File: src/rtl/l2_pkg.sv
// Shared types and sizing helpers for the direct-mapped L2 cache.
package l2_pkg;

  localparam int unsigned L2_LINE_W = 128;
  localparam int unsigned L2_ADDR_W = 28;

  typedef enum logic [1:0] {
    IDLE      = 2'd0,
    COMPARE   = 2'd1,
    WRITEBACK = 2'd2,
    ALLOCATE  = 2'd3
  } l2_state_e;

  function automatic int unsigned index_w(input int unsigned entry_num);
    return $clog2(entry_num);
  endfunction

  function automatic int unsigned tag_w(input int unsigned addr_w, input int unsigned entry_num);
    return addr_w - $clog2(entry_num);
  endfunction

endpackage

File: src/rtl/l2_line_store.sv
// Line storage: data/tag/valid/dirty arrays, one write port, combinational read by index.
module l2_line_store
  import l2_pkg::*;
#(
  parameter int unsigned ENTRY_NUM = 8,
  parameter int unsigned LINE_W    = L2_LINE_W,
  parameter int unsigned INDEX_W   = index_w(ENTRY_NUM),
  parameter int unsigned TAG_W     = tag_w(L2_ADDR_W, ENTRY_NUM)
) (
  input  logic               clk,
  input  logic               rst_i,
  input  logic [INDEX_W-1:0] rd_idx_i,
  output logic [LINE_W-1:0]  rd_data_o,
  output logic [TAG_W-1:0]   rd_tag_o,
  output logic               rd_valid_o,
  output logic               rd_dirty_o,
  input  logic               we_i,
  input  logic [INDEX_W-1:0] wr_idx_i,
  input  logic [TAG_W-1:0]   wr_tag_i,
  input  logic [LINE_W-1:0]  wr_data_i,
  input  logic               wr_dirty_i
);

  logic [LINE_W-1:0]    data_q [ENTRY_NUM];
  logic [TAG_W-1:0]     tag_q  [ENTRY_NUM];
  logic [ENTRY_NUM-1:0] valid_q;
  logic [ENTRY_NUM-1:0] dirty_q;

  // Every write installs a live line, so valid is set unconditionally.
  always_ff @(posedge clk) begin
    if (rst_i) begin
      for (int unsigned i = 0; i < ENTRY_NUM; i++) begin
        data_q[i] <= '0;
        tag_q[i]  <= '0;
      end
      valid_q <= '0;
      dirty_q <= '0;
    end else if (we_i) begin
      data_q[wr_idx_i]  <= wr_data_i;
      tag_q[wr_idx_i]   <= wr_tag_i;
      valid_q[wr_idx_i] <= 1'b1;
      dirty_q[wr_idx_i] <= wr_dirty_i;
    end
  end

  assign rd_data_o  = data_q[rd_idx_i];
  assign rd_tag_o   = tag_q[rd_idx_i];
  assign rd_valid_o = valid_q[rd_idx_i];
  assign rd_dirty_o = dirty_q[rd_idx_i];

endmodule

File: src/rtl/l2_cache.sv
// Direct-mapped write-back L2 cache controller between an L1 and line-wide memory.
// Optional hit/miss counters are enabled by defining L2_PERF_CNT_EN.
module l2_cache
  import l2_pkg::*;
#(
  parameter int unsigned ENTRY_NUM = 8,
  parameter int unsigned LINE_W    = L2_LINE_W,
  parameter int unsigned ADDR_W    = L2_ADDR_W
) (
  input  logic              clk,
  input  logic              proc_reset,
  input  logic              proc_read,
  input  logic              proc_write,
  input  logic [ADDR_W-1:0] proc_addr,
  input  logic [LINE_W-1:0] proc_wdata,
  output logic [LINE_W-1:0] proc_rdata,
  output logic              proc_ready,
  output logic              mem_read,
  output logic              mem_write,
  output logic [ADDR_W-1:0] mem_addr,
  output logic [LINE_W-1:0] mem_wdata,
  input  logic [LINE_W-1:0] mem_rdata,
  input  logic              mem_ready
`ifdef L2_PERF_CNT_EN
  ,
  output logic [15:0]       hit_cnt,
  output logic [15:0]       miss_cnt
`endif
);

  localparam int unsigned INDEX_W = index_w(ENTRY_NUM);
  localparam int unsigned TAG_W   = tag_w(ADDR_W, ENTRY_NUM);

  // state     | meaning
  // IDLE      | waiting for an L1 request
  // COMPARE   | tag lookup, hit completion or miss dispatch
  // WRITEBACK | dirty victim being written to memory
  // ALLOCATE  | requested line being fetched from memory
  l2_state_e state_q, state_d;

  logic [LINE_W-1:0] proc_rdata_q, proc_rdata_d;
  logic              proc_ready_q, proc_ready_d;
  logic              mem_read_q, mem_read_d;
  logic              mem_write_q, mem_write_d;
  logic [ADDR_W-1:0] mem_addr_q, mem_addr_d;
  logic [LINE_W-1:0] mem_wdata_q, mem_wdata_d;

  logic [INDEX_W-1:0] req_idx;
  logic [TAG_W-1:0]   req_tag;
  logic [LINE_W-1:0]  rd_data;
  logic [TAG_W-1:0]   rd_tag;
  logic               rd_valid, rd_dirty, hit;

  logic               st_we, st_dirty;
  logic [TAG_W-1:0]   st_tag;
  logic [LINE_W-1:0]  st_data;

  assign req_idx = proc_addr[INDEX_W-1:0];
  assign req_tag = proc_addr[ADDR_W-1:INDEX_W];
  assign hit     = rd_valid && (rd_tag == req_tag);

  l2_line_store #(
    .ENTRY_NUM (ENTRY_NUM),
    .LINE_W    (LINE_W),
    .INDEX_W   (INDEX_W),
    .TAG_W     (TAG_W)
  ) u_store (
    .clk        (clk),
    .rst_i      (proc_reset),
    .rd_idx_i   (req_idx),
    .rd_data_o  (rd_data),
    .rd_tag_o   (rd_tag),
    .rd_valid_o (rd_valid),
    .rd_dirty_o (rd_dirty),
    .we_i       (st_we),
    .wr_idx_i   (req_idx),
    .wr_tag_i   (st_tag),
    .wr_data_i  (st_data),
    .wr_dirty_i (st_dirty)
  );

  always_comb begin
    state_d      = state_q;
    proc_rdata_d = proc_rdata_q;
    proc_ready_d = 1'b0;
    mem_read_d   = mem_read_q;
    mem_write_d  = mem_write_q;
    mem_addr_d   = mem_addr_q;
    mem_wdata_d  = mem_wdata_q;
    st_we        = 1'b0;
    st_tag       = req_tag;
    st_data      = proc_wdata;
    st_dirty     = 1'b1;

    unique case (state_q)
      IDLE: begin
        if ((proc_read || proc_write) && !proc_ready_q) state_d = COMPARE;
      end
      COMPARE: begin
        if ((proc_write || !hit) && rd_valid && rd_dirty && !hit) begin
          state_d     = WRITEBACK;
          mem_write_d = 1'b1;
          mem_addr_d  = {rd_tag, req_idx};
          mem_wdata_d = rd_data;
        end else if (proc_write) begin
          st_we        = 1'b1;
          proc_ready_d = 1'b1;
          state_d      = IDLE;
        end else if (hit) begin
          proc_rdata_d = rd_data;
          proc_ready_d = 1'b1;
          state_d      = IDLE;
        end else begin
          state_d    = ALLOCATE;
          mem_read_d = 1'b1;
          mem_addr_d = proc_addr;
        end
      end
      WRITEBACK: begin
        if (mem_ready) begin
          mem_write_d = 1'b0;
          // Re-store the victim unchanged except for its dirty bit.
          st_we    = 1'b1;
          st_tag   = rd_tag;
          st_data  = rd_data;
          st_dirty = 1'b0;
          if (proc_write) begin
            state_d = COMPARE;
          end else begin
            state_d    = ALLOCATE;
            mem_read_d = 1'b1;
            mem_addr_d = proc_addr;
          end
        end
      end
      ALLOCATE: begin
        if (mem_ready) begin
          mem_read_d = 1'b0;
          st_we      = 1'b1;
          st_data    = mem_rdata;
          st_dirty   = 1'b0;
          state_d    = COMPARE;
        end
      end
      default: state_d = IDLE;
    endcase
  end

  always_ff @(posedge clk) begin
    if (proc_reset) begin
      state_q      <= IDLE;
      proc_rdata_q <= '0;
      proc_ready_q <= 1'b0;
      mem_read_q   <= 1'b0;
      mem_write_q  <= 1'b0;
      mem_addr_q   <= '0;
      mem_wdata_q  <= '0;
    end else begin
      state_q      <= state_d;
      proc_rdata_q <= proc_rdata_d;
      proc_ready_q <= proc_ready_d;
      mem_read_q   <= mem_read_d;
      mem_write_q  <= mem_write_d;
      mem_addr_q   <= mem_addr_d;
      mem_wdata_q  <= mem_wdata_d;
    end
  end

  assign proc_rdata = proc_rdata_q;
  assign proc_ready = proc_ready_q;
  assign mem_read   = mem_read_q;
  assign mem_write  = mem_write_q;
  assign mem_addr   = mem_addr_q;
  assign mem_wdata  = mem_wdata_q;

`ifdef L2_PERF_CNT_EN
  logic        first_q;
  logic [15:0] hit_cnt_q, miss_cnt_q;

  // Only the lookup that directly follows acceptance is counted; re-entries after a fill are not.
  always_ff @(posedge clk) begin
    if (proc_reset) begin
      first_q    <= 1'b0;
      hit_cnt_q  <= '0;
      miss_cnt_q <= '0;
    end else begin
      first_q <= (state_q == IDLE) && (state_d == COMPARE);
      if (state_q == COMPARE && first_q) begin
        if (hit) begin
          if (hit_cnt_q != 16'hFFFF) hit_cnt_q <= hit_cnt_q + 16'd1;
        end else begin
          if (miss_cnt_q != 16'hFFFF) miss_cnt_q <= miss_cnt_q + 16'd1;
        end
      end
    end
  end

  assign hit_cnt  = hit_cnt_q;
  assign miss_cnt = miss_cnt_q;
`endif

endmodule

File: config.mk
export PLATFORM = sky130hd
export DESIGN_NAME = l2_cache
export DESIGN_NICKNAME = d
export VERILOG_FILES = /design/src/rtl/l2_pkg.sv /design/src/rtl/l2_line_store.sv /design/src/rtl/l2_cache.sv
export SDC_FILE = /design/constraint.sdc
export NUM_CORES = 2
export LEC_CHECK = 0
export ABC_AREA = 1
export BUFFER_PORTS_ARGS = -buffer_cell sky130_fd_sc_hd__buf_2
export CAP_MARGIN = 15
export CORE_MARGIN = 1.5
export CORE_UTILIZATION = 45
export CTS_CLUSTER_DIAMETER = 30
export DETAILED_ROUTE_END_ITERATION = 10
export PLACE_DENSITY = 0.67
export RECOVER_POWER = 100
export SKIP_CTS_REPAIR_TIMING = 1
export SYNTH_ARGS = -nofsm -noshare
export SYNTH_HDL_FRONTEND = slang
export SYNTH_SLANG_ARGS = --single-unit
File: constraint.sdc
create_clock -name clk -period 14.35 [get_ports clk]
set_input_delay 2.87 -clock clk [delete_from_list [all_inputs] [get_ports clk]]
set_output_delay 2.87 -clock clk [all_outputs]
set_load 0.01 [all_outputs]
; ---- Word level (Yosys, flattened, before mapping)
; Memory sizes are Yosys's and may differ from the RTL's.
; Index checks and enable logic that the tools add are counted.
[classes]
shift = 0
div = 0
add_sub_neg = 0
bitwise = 4
mul = 0
n_mux = 54
n_eq_ne = 14
order_cmp = 2
n_reduce_logical = 23
[op_table]
columns = cell, n
row1 = $mux W128, 3
row2 = $pmux W128 S2, 1
row3 = $mux W28, 5
row4 = $reduce_or A128 Y1, 1
row5 = $mux W25, 3
row6 = $pmux W28 S2, 1
row7 = $eq A25 B25 Y1, 1
row8 = $reduce_or A25 Y1, 1
row9 = $mux W1, 24
row10 = $ne A2 B2 Y1 const B, 8
row11 = $mux W2, 7
row12 = $bwmux W8, 1
row13 = $or A8 B8 Y8, 1
row14 = $pmux W2 S4, 1
row15 = $reduce_and A7 Y1, 1
row16 = $bmux W1 S3, 2
row17 = $logic_and A1 B1 Y1, 6
row18 = $mux W3, 2
row19 = $ne A3 B3 Y1 const B, 2
row20 = $reduce_and A3 Y1, 2
row21 = $reduce_and A5 Y1, 1
row22 = $eq A2 B2 Y1 const B, 2
row23 = $lt A3 B4 Y1 const B, 1
row24 = $pmux W1 S2, 2
row25 = 14 further kinds, 18
[word_totals]
word_cells = 108
rom_bits = 0
output_inout_bits = 287
ff_bits = 305
inputBits = 289
ram_bits = 1224
latch_bits = 0
mem_count = 2
[memory_table]
columns = memory, words, width, rd, rd_clocked_by_memory_dff, wr, line
row1 = u_store.data_q, 8, 128, 1, 0, 8, l2_line_store.sv:24  ; logic [LINE_W-1:0] data_q [ENTRY_NUM];
row2 = u_store.tag_q, 8, 25, 1, 0, 8, l2_line_store.sv:25  ; logic [TAG_W-1:0] tag_q [ENTRY_NUM];

; ---- Logic depth before layout (Yosys ltp)
[logic_depth]
depth_word = 15
ltp_mapped = 25

; ---- Hierarchy
; A second synthesis with hierarchy kept.
[unflattened]
cells_unflattened = 9041
hier_area_um2 = 73800.8
[by_module_without_submodules]
columns = module, seq_area_each_um2, n_inst, cells_per_inst, area_each_um2
row1 = l2_line_store, 37075.6, 1, 6935, 60020.1
row2 = l2_cache, 5785.5, 1, 2106, 13780.7

; ---- Least setup slack after synthesis
; Ideal clock, no wire load.
[synth_path]
path_kind = in2reg
start = input port proc_addr[0]
end = memory u_store.data_q[1][0] (netlist name), enable pin
arrival_ns = 7.847
setup_time_ns = 0.518
slack_ns = 5.985
n_path_buf = 3
cell_stages = 18
required_ns = 13.832
path_cell_list = buf_4 > buf_4 > buf_4 > o211ai_1 > nand2_1 > nor2_1 > nand2_1 > nand2_1 > nand2_1 > nor2_1 > nand2_1 > nor2_2 > nand2_1 > nand2_4 > nand2_4 > nand2_4 > nand3_1 > nand2_1
[synth_rtl]
columns = item, line
row1 = "start, declared", l2_cache.sv:14  ; input logic [ADDR_W-1:0] proc_addr,
row2 = "end, declared", l2_line_store.sv:24

==> metrics.yaml <==
final_layout:
  layout-drive-gt1-share: 0.1401
  seqCellArea_sq_um: 42860
  fin_util: 0.5618
  fill_cells: 12190
  nNetsFinal: 7304
  area_growth_pct: 23.43
  multi_input_area_sq_um: 18740
synthesis:
  yosys-top-cells-count: "nor2_1, edfxtp_1, nand2_1"
  synth-edff-count: 1224
  yosys.cell_types.count: 42
  synth_area_leader_cell: "edfxtp_1"
  synthCells: 6405
  syn-cell-area_sq_um: 65550
  synth_top_area_share: 0.5607
  synth.most_common_cell: "nor2_1"
  synthesis.nets: 6699
  synth-main-ff-cell: "edfxtp_1"
  synth.area.top_cells: "edfxtp_1, nor2_1, dfxtp_1"
  synth_warnings: 0
  synth_seq_area_share: 0.6539
  ys_ff_latch: 1529
  avgSynthCellArea_sq_um: 10.23
  synth-async-reset-ratio: 0
routing:
  wirelength_mm: 208.8
  antenna_left: 0
  via_per_inst: 5.571
  drc: 0
  dr.pass1.iters: 9
  vias: 51190
  drtIter0Drc: 5772
  avgRoutedWirePerCell_microns: 22.73
flow_run:
  cap_violations: 2
sta:
  hold_viol: 0
  layout_min_cycle_time_ns: 11.22
  maxClockFrequency_ghz: 0.08914
  setup_tns_ns: 0
  slew_viol_final: 113
  min_period_over_period: 0.7817
  finClkSkew_ns: 0.09100
  finalSetupViolations: 0
  slew_headroom: -1.955
  worst_pin_slew_ns: 4.432
  rsz0062_at_grt: "false"
floorplan:
  die_width_microns: 384.7
  die-area_sq_um: 148000
  ios: 576
  fp.dieH_microns: 384.7
  start_util: 0.4552
  rows: 139
  core_sq_um: 144000
global_route:
  grt_antenna_before_repair: 4
  grt_max_degree: 116
  first_global_vias: 50150
  grt_overflow: 0
  grt_pass1_wl_mm: 305.8
  grt_use_total: 0.2753
critical_path:
  end_kind: "flop"
  setup.worst_path.start_class: "input port"
  arrival_ns: 11.70
  critPathMaxFanout: 61
  cp.required_ns: 14.84
  crit_type: "input port to flop"
placed_design:
  gp_congestion: 0.8466
  place_hpwl_mm: 113.5
  portBuffers: 575
clock_tree:
  cts_max_level: 5
  cts_made_buffers: 350
  cts_tree: "done"
  cts_root_buffer: "clkbuf_16"
  cts_buffer_depth: 4
  clk_latency_ns: 0.95
  clock-sinks: 1529
  clk_pin_slew_ns: 0.05
power:
  ir_worst_vdd_mv: 0.1521
  power_density_nw_per_um2: 170.9
  leakagePower_nw: 33.29
status:
  status: "finished with violations"
  violations: "max-capacitance violations, max-slew violations"
hold_path:
  hold_path.class: "flop to flop"
## flip-flops by register name (all words and copies together), names as in the netlist
| signal | flops |
|---|---|
| mem_addr | 28 |
| mem_wdata | 128 |
| u_store.valid_q | 8 |
| u_store.tag_q | 200 |
| mem_write | 1 |
| u_store.dirty_q | 8 |
| state_q | 2 |
| u_store.data_q | 1024 |
| proc_ready | 1 |
| mem_read | 1 |
| proc_rdata | 128 |
## per-stage QoR
| step | cell area, sq um | instances | setup WS, ns | total power, mW | hold WS (ns) |
|---|---|---|---|---|---|
| after global placement | 69310 | 8556 | 5.476 | 5.871 | 0.4406 |
| after detailed placement | 69310 | 8556 | 5.438 | 5.883 | 0.4477 |
| final | 80910 | 9188 | 3.132 | 13.83 | 0.4602 |
| after floorplan | 65550 | 6405 | 5.985 | 5.552 | 0.4260 |
| after global routing | 80900 | 9187 | 3.014 | 14.19 | 0.4786 |
| after CTS | 81260 | 9180 | 6.338 | 13.88 | 0.4556 |
## critical path: stages
cell	delay, ns
buf_2	0.20
inv_1	0.26
nand2_2	0.33
nor2_4	0.64
clkbuf_1	3.14
inv_1	0.80
nor2_1	0.33
a21oi_1	0.07
o221ai_1	0.11
nor2_1	0.10
inv_1	0.06
nor2_1	0.07
nand2_4	0.12
nand2_1	0.16
nand2_4	0.17
nand3_1	0.17
nand2_4	0.99
buf_4	0.90
## where the power goes
group	internal [mW]	total, mW	switching (mW)
combinational	0.190	0.791	0.601
sequential	4.96	5.02	0.0551
clock	5.49	8.02	2.53
## layer usage
layer	global-route usage	share of wire
met1	0.3563	0.40
met2	0.4546	0.48
met3	0.05562	0.094
met4	0.1066	0.033
met5	0	0
## logic make-up (layout without fill, tap and decap cells)
group,after synthesis,in the layout,share of synthesized area
flops,1529,1529,0.6539
xor+xnor,1,1,0.0001336
compound gates,793,793,0.08790
simple gates,3225,3225,0.1950
other cells,0,3,0
buf+inv,852,1729,0.06209
fa+ha+maj,5,5,0.0009544
## worst paths after layout
path,start,to,slack [ns],depth (start not counted)
min reg2reg,u_store.valid_q[2],u_store.valid_q[2],0.46,2
max,proc_addr[2],u_store.data_q[3][24],3.13,18
min,u_store.valid_q[2],u_store.valid_q[2],0.46,2
max reg2reg,u_store.tag_q[3][8],u_store.data_q[3][24],9.39,17
## layout make-up
type                       count  area share
timing repair buffer         676     0.04120
multi-input combinational   4024      0.2316
antenna                        3  0.00009279
inverter                     429     0.02021
sequential                  1529      0.5298
clock inverter               230     0.03359
tap                         1903     0.02943
clock buffer                 394      0.1141
## cells in the final DEF, fill, tap and decap left out, types with 8 or more instances in the layout
cell	Yosys	final
a21oi_1	154	154
a221oi_1	239	239
a22o_1	101	101
a22oi_1	156	156
buf_2	29	288
buf_4	92	90
bufinv_16	0	49
clkbuf_1	221	311
clkbuf_16	0	358
clkbuf_8	0	14
clkinv_1	1	21
clkinv_2	0	57
clkinv_4	0	30
clkinvlp_4	0	43
dfxtp_1	305	305
edfxtp_1	1224	1224
inv_1	422	422
inv_6	0	24
nand2_1	1187	1180
nand2_4	3	11
nand2_8	8	8
nand3_1	87	87
nand4_1	126	126
nor2_1	1781	1772
nor2_4	1	9
o211ai_1	9	9
o21ai_0	83	83
o21ai_1	12	12
o21bai_1	25	25
or2_1	12	12
Power figures use the tool's default switching activity.
